<file path="src/rtl/jt51_acc_seq_if.sv">
// Purpose : Bundles the channel-config write port and the slot-sequence
//           outputs of jt51_acc_seq into one interface.
// Signals : cen            clock enable for the slot sequence
//           cfg_we/ch/rl/con  channel-config write (not gated by cen)
//           slot           current operator slot 0..31
//           m1/m2/c1/c2_enters  operator-group levels (one-hot)
//           op31_acc       high during slot 31
//           rl_I/con_I     config of the channel owning the current slot
//           sample         frame strobe (first M1 slot of a frame)
// Modports: master drives cen/cfg_* and observes the sequence; slave is the
//           sequencer itself.
interface jt51_acc_seq_if;
    logic       cen;
    logic       cfg_we;
    logic [2:0] cfg_ch;
    logic [1:0] cfg_rl;
    logic [2:0] cfg_con;

    logic [4:0] slot;
    logic       m1_enters;
    logic       m2_enters;
    logic       c1_enters;
    logic       c2_enters;
    logic       op31_acc;
    logic [1:0] rl_I;
    logic [2:0] con_I;
    logic       sample;

    modport master (
        output cen, cfg_we, cfg_ch, cfg_rl, cfg_con,
        input  slot, m1_enters, m2_enters, c1_enters, c2_enters,
        input  op31_acc, rl_I, con_I, sample
    );

    modport slave (
        input  cen, cfg_we, cfg_ch, cfg_rl, cfg_con,
        output slot, m1_enters, m2_enters, c1_enters, c2_enters,
        output op31_acc, rl_I, con_I, sample
    );
endinterface

</file>
<file path="src/rtl/jt51_acc_seq.sv">
// Purpose : Operator-slot sequencer for the JT51 accumulator. A 5-bit slot
//           counter advances on cen; the group flags, op31/sample strobes and
//           the owning channel's {rl,con} are all registered alongside slot so
//           they change on the same edge. An 8-entry {rl,con} table is written
//           through the cfg port independently of cen.
// Ports   : clk   single clock, rising edge
//           rst   synchronous active-high reset
//           sync  (only with JT51_ACC_SEQ_SYNC_EN) restart frame at slot 0
//           bus   jt51_acc_seq_if.slave (cen, cfg_*, sequence outputs)
// Option  : define JT51_ACC_SEQ_SYNC_EN to add the sync input; without it the
//           counter runs free.
module jt51_acc_seq (
    input  logic clk,
    input  logic rst,
`ifdef JT51_ACC_SEQ_SYNC_EN
    input  logic sync,
`endif
    jt51_acc_seq_if.slave bus
);

    localparam int unsigned SLOT_W = 5;
    localparam int unsigned CH_N   = 8;
    localparam int unsigned CH_W   = 3;
    localparam int unsigned RL_W   = 2;
    localparam int unsigned CON_W  = 3;
    localparam int unsigned ENT_W  = RL_W + CON_W;
    localparam int unsigned GRP_N  = 4;

    logic [SLOT_W-1:0] slot_q,   slot_d;
    logic [GRP_N-1:0]  grp_q,    grp_d;      // one-hot {c2,c1,m2,m1}
    logic              op31_q,   op31_d;
    logic              sample_q, sample_d;
    logic [RL_W-1:0]   rl_q,     rl_d;
    logic [CON_W-1:0]  con_q,    con_d;
    logic [ENT_W-1:0]  tbl_q [CH_N];
    logic [ENT_W-1:0]  tbl_d [CH_N];

    logic [SLOT_W-1:0] slot_nxt_c;
    logic [CH_W-1:0]   ch_nxt_c;
    logic [ENT_W-1:0]  ent_c;

    // Next-state: everything is computed from the slot being entered so the
    // registered outputs always describe the slot register they sit beside.
    always_comb begin
        slot_nxt_c = slot_q + SLOT_W'(1);
`ifdef JT51_ACC_SEQ_SYNC_EN
        if (sync) begin
            slot_nxt_c = '0;
        end
`endif
        ch_nxt_c = slot_nxt_c[CH_W-1:0];

        tbl_d = tbl_q;
        if (bus.cfg_we) begin
            tbl_d[bus.cfg_ch] = {bus.cfg_rl, bus.cfg_con};
        end

        // A write landing on the channel being loaded wins over the stale entry.
        if (bus.cfg_we && (bus.cfg_ch == ch_nxt_c)) begin
            ent_c = {bus.cfg_rl, bus.cfg_con};
        end else begin
            ent_c = tbl_q[ch_nxt_c];
        end

        slot_d   = slot_q;
        grp_d    = grp_q;
        op31_d   = op31_q;
        sample_d = sample_q;
        rl_d     = rl_q;
        con_d    = con_q;
        if (bus.cen) begin
            slot_d        = slot_nxt_c;
            grp_d         = GRP_N'(4'b0001 << slot_nxt_c[SLOT_W-1:SLOT_W-2]);
            op31_d        = &slot_nxt_c;
            sample_d      = (slot_nxt_c == '0);
            {rl_d, con_d} = ent_c;
        end
    end

    // State registers; reset also clears the config table and blocks writes.
    always_ff @(posedge clk) begin
        if (rst) begin
            slot_q   <= '0;
            grp_q    <= GRP_N'(4'b0001);
            op31_q   <= 1'b0;
            sample_q <= 1'b0;
            rl_q     <= '0;
            con_q    <= '0;
            for (int i = 0; i < int'(CH_N); i++) begin
                tbl_q[i] <= '0;
            end
        end else begin
            slot_q   <= slot_d;
            grp_q    <= grp_d;
            op31_q   <= op31_d;
            sample_q <= sample_d;
            rl_q     <= rl_d;
            con_q    <= con_d;
            for (int i = 0; i < int'(CH_N); i++) begin
                tbl_q[i] <= tbl_d[i];
            end
        end
    end

    assign bus.slot      = slot_q;
    assign bus.m1_enters = grp_q[0];
    assign bus.m2_enters = grp_q[1];
    assign bus.c1_enters = grp_q[2];
    assign bus.c2_enters = grp_q[3];
    assign bus.op31_acc  = op31_q;
    assign bus.sample    = sample_q;
    assign bus.rl_I      = rl_q;
    assign bus.con_I     = con_q;

endmodule

</file>
<file path="src/flat_wrapper.sv">
// flat-port wrapper written by rule: the top's interface ports become plain ports
module jt51_acc_seq_flat 
  (clk, rst, bus_cen, bus_cfg_we, bus_cfg_ch, bus_cfg_rl, bus_cfg_con, bus_slot, bus_m1_enters, bus_m2_enters, bus_c1_enters, bus_c2_enters, bus_op31_acc, bus_rl_I, bus_con_I, bus_sample);
  jt51_acc_seq_if bus_i ();
  input  logic clk;
  input  logic rst;
  input wire logic [$bits(bus_i.cen)-1:0] bus_cen;
  input wire logic [$bits(bus_i.cfg_we)-1:0] bus_cfg_we;
  input wire logic [$bits(bus_i.cfg_ch)-1:0] bus_cfg_ch;
  input wire logic [$bits(bus_i.cfg_rl)-1:0] bus_cfg_rl;
  input wire logic [$bits(bus_i.cfg_con)-1:0] bus_cfg_con;
  output wire logic [$bits(bus_i.slot)-1:0] bus_slot;
  output wire logic [$bits(bus_i.m1_enters)-1:0] bus_m1_enters;
  output wire logic [$bits(bus_i.m2_enters)-1:0] bus_m2_enters;
  output wire logic [$bits(bus_i.c1_enters)-1:0] bus_c1_enters;
  output wire logic [$bits(bus_i.c2_enters)-1:0] bus_c2_enters;
  output wire logic [$bits(bus_i.op31_acc)-1:0] bus_op31_acc;
  output wire logic [$bits(bus_i.rl_I)-1:0] bus_rl_I;
  output wire logic [$bits(bus_i.con_I)-1:0] bus_con_I;
  output wire logic [$bits(bus_i.sample)-1:0] bus_sample;
  assign bus_i.cen = bus_cen;
  assign bus_i.cfg_we = bus_cfg_we;
  assign bus_i.cfg_ch = bus_cfg_ch;
  assign bus_i.cfg_rl = bus_cfg_rl;
  assign bus_i.cfg_con = bus_cfg_con;
  assign bus_slot = bus_i.slot;
  assign bus_m1_enters = bus_i.m1_enters;
  assign bus_m2_enters = bus_i.m2_enters;
  assign bus_c1_enters = bus_i.c1_enters;
  assign bus_c2_enters = bus_i.c2_enters;
  assign bus_op31_acc = bus_i.op31_acc;
  assign bus_rl_I = bus_i.rl_I;
  assign bus_con_I = bus_i.con_I;
  assign bus_sample = bus_i.sample;
  jt51_acc_seq u_core (.clk(clk), .rst(rst), .bus(bus_i));
endmodule
</file>
<file path="config.mk">
export PLATFORM = sky130hd
export DESIGN_NAME = jt51_acc_seq_flat
export DESIGN_NICKNAME = d
export VERILOG_FILES = /design/src/rtl/jt51_acc_seq_if.sv /design/src/rtl/jt51_acc_seq.sv /design/src/flat_wrapper.sv
export SDC_FILE = /design/constraint.sdc
export NUM_CORES = 1
export LEC_CHECK = 0
export CAP_MARGIN = 20
export CORE_UTILIZATION = 49
export CTS_CLUSTER_SIZE = 10
export DETAILED_ROUTE_END_ITERATION = 8
export GPL_TIMING_DRIVEN = 0
export PLACE_DENSITY = 0.79
export SLEW_MARGIN = 20
export SYNTH_ARGS = -nofsm -noshare
export SYNTH_HDL_FRONTEND = slang
export SYNTH_SLANG_ARGS = --single-unit
</file>
<file path="constraint.sdc">
create_clock -name clk -period 3.4 [get_ports clk]
set_input_delay 0.68 -clock clk [delete_from_list [all_inputs] [get_ports clk]]
set_output_delay 0.68 -clock clk [all_outputs]
set_load 0.02 [all_outputs]
</file>
After elaboration in Yosys (flattened, before gate mapping). Index checks and enable logic that the tools add are counted.

Flip-flop bits (word level): 56. Bits in latches: 0. Bits in writable memories: 0. Bits in read-only memories: 0. Word-level logic and storage cells: 33. Memories kept: 0.

Add/sub/neg operators: 1. Multipliers: 0. Divide/modulo/power cells: 0. Magnitude comparators: 3. Equal/unequal tests: 1. Shift-type cells: 1. Mux-type cells: 7. Bitwise operators: 2. Reduce and logical (&&, ||, !) cells: 4.

Operators with widths (count): bitwise mux 40 bit (1); 2-to-1 mux 5 bit (4); binary-select mux 5 bit (select 3 bit) (1); demux 5 bit (select 3 bit) (1); greater-or-equal comparator 4 bit (second input constant) (2); inverter 3 -> 4 bit (2); adder 5 x 1 -> 5 bit (second input constant) (1); zero test 5 bit (1); AND reduction 5 bit (1); < comparator 4 x 1 -> 1 bit (second input constant) (1); << shifter 1 x 2 -> 4 bit (first input constant) (1); equality test 3 bit (1); logical AND 1 bit (2).

Logic depth before layout (Yosys ltp).
Depth in word-level cells: 6. Mapped depth: 8. Depth with buffers taken out: 6.

Worst setup path after synthesis. Ideal clock, no wire load.

Path type: register to register. From: register u_core.slot_q[0] (netlist: u_core.bus.slot[0]). To: register u_core.rl_q[1] (netlist: u_core.bus.rl_I[1]). Setup time: 122 ps. Arrival time: 2584 ps. Required time: 3278 ps. Slack: 694 ps. Stages on the path, launching flop included: 8. Buffers on the path: 1. Path through: dfxtp_1 > clkinv_1 > ha_1 > buf_2 > inv_1 > mux4_1 > mux2_2 > a221o_1.

Cells in the longest elaborated chain, start to end: 6.

RTL lines: from (decl) (RTL line jt51_acc_seq.sv:29) `logic [SLOT_W-1:0] slot_q, slot_d;`; from (signal assigned) (RTL line jt51_acc_seq.sv:93) `slot_q <= slot_d;`; adder 5 x 1 -> 5 bit * (RTL line jt51_acc_seq.sv:45) `slot_nxt_c = slot_q + SLOT_W'(1);`; named net u_core.slot_nxt_c[0] (RTL line jt51_acc_seq.sv:38) `logic [SLOT_W-1:0] slot_nxt_c;`; inverter 3 -> 4 bit (not written as such) (RTL line jt51_acc_seq.sv:62) `ent_c = tbl_q[ch_nxt_c];`; binary-select mux 5 bit (select 3 bit) (RTL line jt51_acc_seq.sv:62); 2-to-1 mux 5 bit (not written as such) (2 in a row) (RTL line jt51_acc_seq.sv:62); 2-to-1 mux 5 bit * (RTL line jt51_acc_seq.sv:59) `if (bus.cfg_we && (bus.cfg_ch == ch_nxt_c)) begin`; to (signal assigned) (RTL line jt51_acc_seq.sv:97) `rl_q <= rl_d;`; to (decl) (RTL line jt51_acc_seq.sv:33) `logic [RL_W-1:0] rl_q, rl_d;`.

The timed path passes the listed nets; every way through them passes the cells marked *. The select of a mux whose other input is x is not followed. A chain may end at the register's enable or synchronous reset.

Worst setup path after layout. Same ends and word-level chain as after synthesis.

==> out/summary.txt <==
Main flop type after synthesis: dfxtp_1
Number of flops mapped to enable cells by yosys: 0
Static Leak: 1.211 nW
Status: complete, no violations
First-pass GRT wire length: 9101 um
Synth cell count leaders: dfxtp_1 (56), nor2_1 (50), mux2i_1 (40), clkbuf_1 (13), nand2_1 (13)
Vias in the first global route: 1751
Hold Path Class: reg -> reg
Slew HR: 0.4983
Area growth from synthesis to layout: 13.48%
CP top delay family: multiplexers
DR vias/cell: 5.350
Max Clock Freq: 344.7 MHz
Clock power frac: 0.307
Post-Route WL: 5445 um
Crit end category: register
Layout cells sized above 1: 0.1051
Sequential fraction of the synthesis area: 0.4283
FF+latch area: 1121 um^2
Most frequent cell after synthesis: dfxtp_1
Slowest-stage cell, CP: mux4_1
Placed cell count: 338
Multi-input logic area: 1390 um^2
Critical path type: reg -> reg
Synth Cell Area: 2618 um^2
Nets: 290
Final Critical Period: 2901 ps
Final setup viols: 0
Share of the synthesized area in the top cell type: 0.4283
Yosys cell types: 34
Global route overflow: 0
PwrDens: 406.6 nW/um^2
Synth Area per Inst: 10.43 um^2
Clk_skew: 8.763 ps
Period utilization: 0.8532
# DRC: 0
CP Cell Sequence: clkinv_1 > ha_1 > buf_2 > inv_1 > mux4_1 > mux2_2 > a221o_1
Worst vdd rail ir drop: 0.3037 mV
Worst path arrival time: 3100 ps
Initial core utilization: 0.5093
Clk root buf: clkbuf_8
Number of synthesized register bits: 56
Yosys warning total: 0
Post-CTS Resized: 0
Sequential power share: 0.565
DP HPWL: 3849 um
Mapped Cells: 251
Top post-synthesis cells by area: dfxtp_1 (43%), mux2i_1 (15%), nor2_1 (7.2%)
Initial antenna violation count: 0
Worst Path Required: 3600 ps
Die height: 75.09 um
Largest net degree at the start of global routing: 16
Max-Cap Viols: 0
CTS Buffer Depth: 2
Maximum fanout along the worst path: 9
Critical Path Start Type: register
CTS Sinks: 56
Sum Neg Setup Slack: 0 ps
Die X-Extent: 75.09 um
Row count: 26
Final Hold Viols: 0
GRT Total Usage: 0.2210
Antenna Nets Post-Route: 0
Reg clk slew, reported paths: 100 ps
Total CTS buffers: 5
Asr flop ratio synth: 0
Final worst slack: 499.2 ps
Area of the die: 5639 um^2
Pins Over Slew Limit: 0
RSZ-0062 raised after global routing: no
Worst slew pin tran: 748.5 ps
Psw: 0.3051 mW
Vias post-DR: 1851
Buf+Inv Stages, Crit Path: 3
Comb power frac: 0.128
Dpl ws: 462.6 ps
CTS tree: built
Worst-skew pair later-pin latency: 310 ps
Post-CTS Setup Inserts: 0
Hold_buf cts: 0
Internal power: 0.9027 mW
Detailed Route Iter0 Violations: 130
CP max stage delay: 570 ps
Filler Cells Inserted: 483
RePlAce Congestion: 0.8078
Core area: 5140 um^2
Layout Cells excl Fill: 346
IO buf count: 17
Pre-antenna DRT Iters: 4
Htree depth: 2
Routed len/inst: 15.74 um
Sw Ratio: 0.2526
IO Count: 28
Syn nets: 266
Diode count: 0
Cell taking the most area after synthesis: dfxtp_1
-- area by class of cell --
type	count	share of cell area
flip-flops and latches	56	0.3774
repair buffers	17	0.05729
plain buffers	22	0.03370
well taps	70	0.02949
multi-input cells	170	0.4680
clock buffers	8	0.03033
inverters	3	0.003791
-- layer usage --
layer,wire [um],track usage,share of wire,vias to the layer above
met5,0,0,0,-
met4,82,0.07128,0.015,0
met3,408,0.05890,0.075,9
met2,2485,0.3504,0.46,56
met1,2468,0.2941,0.45,865
li1,-,-,-,921
-- registers in the layout, summed over array words and instances (netlist names) --
name / count
u_core.bus.op31_acc: 1
u_core.grp_q: 4
u_core.bus.rl_I: 2
u_core.bus.slot: 5
u_core.tbl_q: 40
u_core.bus.sample: 1
u_core.bus.con_I: 3
-- final timing paths --
kind	from	endpoint	slack [ps]	cells past startpoint
worst max-delay path	u_core.bus.slot[0]	u_core.bus.rl_I[1]	500	7
worst min-delay path	u_core.grp_q[3]	u_core.grp_q[3]	470	2
worst max register to register	u_core.bus.slot[0]	u_core.bus.rl_I[1]	500	7
worst min register to register	u_core.grp_q[3]	u_core.grp_q[3]	470	2
-- through the flow --
stage,total power [mW],utilization,cell area [um^2],hold WS (ps)
floorplan,0.8090,-,2618,451.4
global placement,0.8502,0.5594,2875,448.8
detailed placement,0.8530,0.5604,2880,454.6
CTS,1.218,0.5779,2970,468.9
global route,1.262,0.5779,2970,484.8
finish,1.208,0.5779,2970,471.4
-- power groups by stage --
stage | clock network [mW] | logic [mW] | registers, mW
4_1_cts | 0.379 | 0.155 | 0.683
5_1_grt | 0.408 | 0.169 | 0.685
6_report | 0.370 | 0.154 | 0.683
3_5_place_dp | 0 | 0.155 | 0.698
2_1_floorplan | 0 | 0.107 | 0.702
3_3_place_gp | 0 | 0.153 | 0.698
-- cell families after synthesis --
family,Yosys count,synth area share
multiplexers,55,0.2691
AND/OR/NAND/NOR,90,0.1692
buffers and inverters,25,0.04254
XOR/XNOR,10,0.04159
adder cells (fa/ha/maj),3,0.01434
flip-flops,56,0.4283
AO/OA/AOI/OAI,12,0.03490
-- worst reg2reg max path, stage by stage, from the launching register on --
cell and delay [ps]:
dfxtp_1 530, clkinv_1 330, ha_1 370, buf_2 200
inv_1 180, mux4_1 570, mux2_2 290, a221o_1 340
-- layout by cell type, fill, tap and decap left out, drive strengths merged, types with 6 or more instances in the layout --
| master | n |
|---|---|
| dfxtp | 56 |
| nor2 | 50 |
| mux2i | 40 |
| clkbuf | 21 |
| clkdlybuf4s50 | 17 |
| nand2 | 13 |
| mux4 | 10 |
| buf | 9 |
| nor3b | 7 |
| xor2 | 6 |
Note: power is estimated with default switching activity, not from simulation.
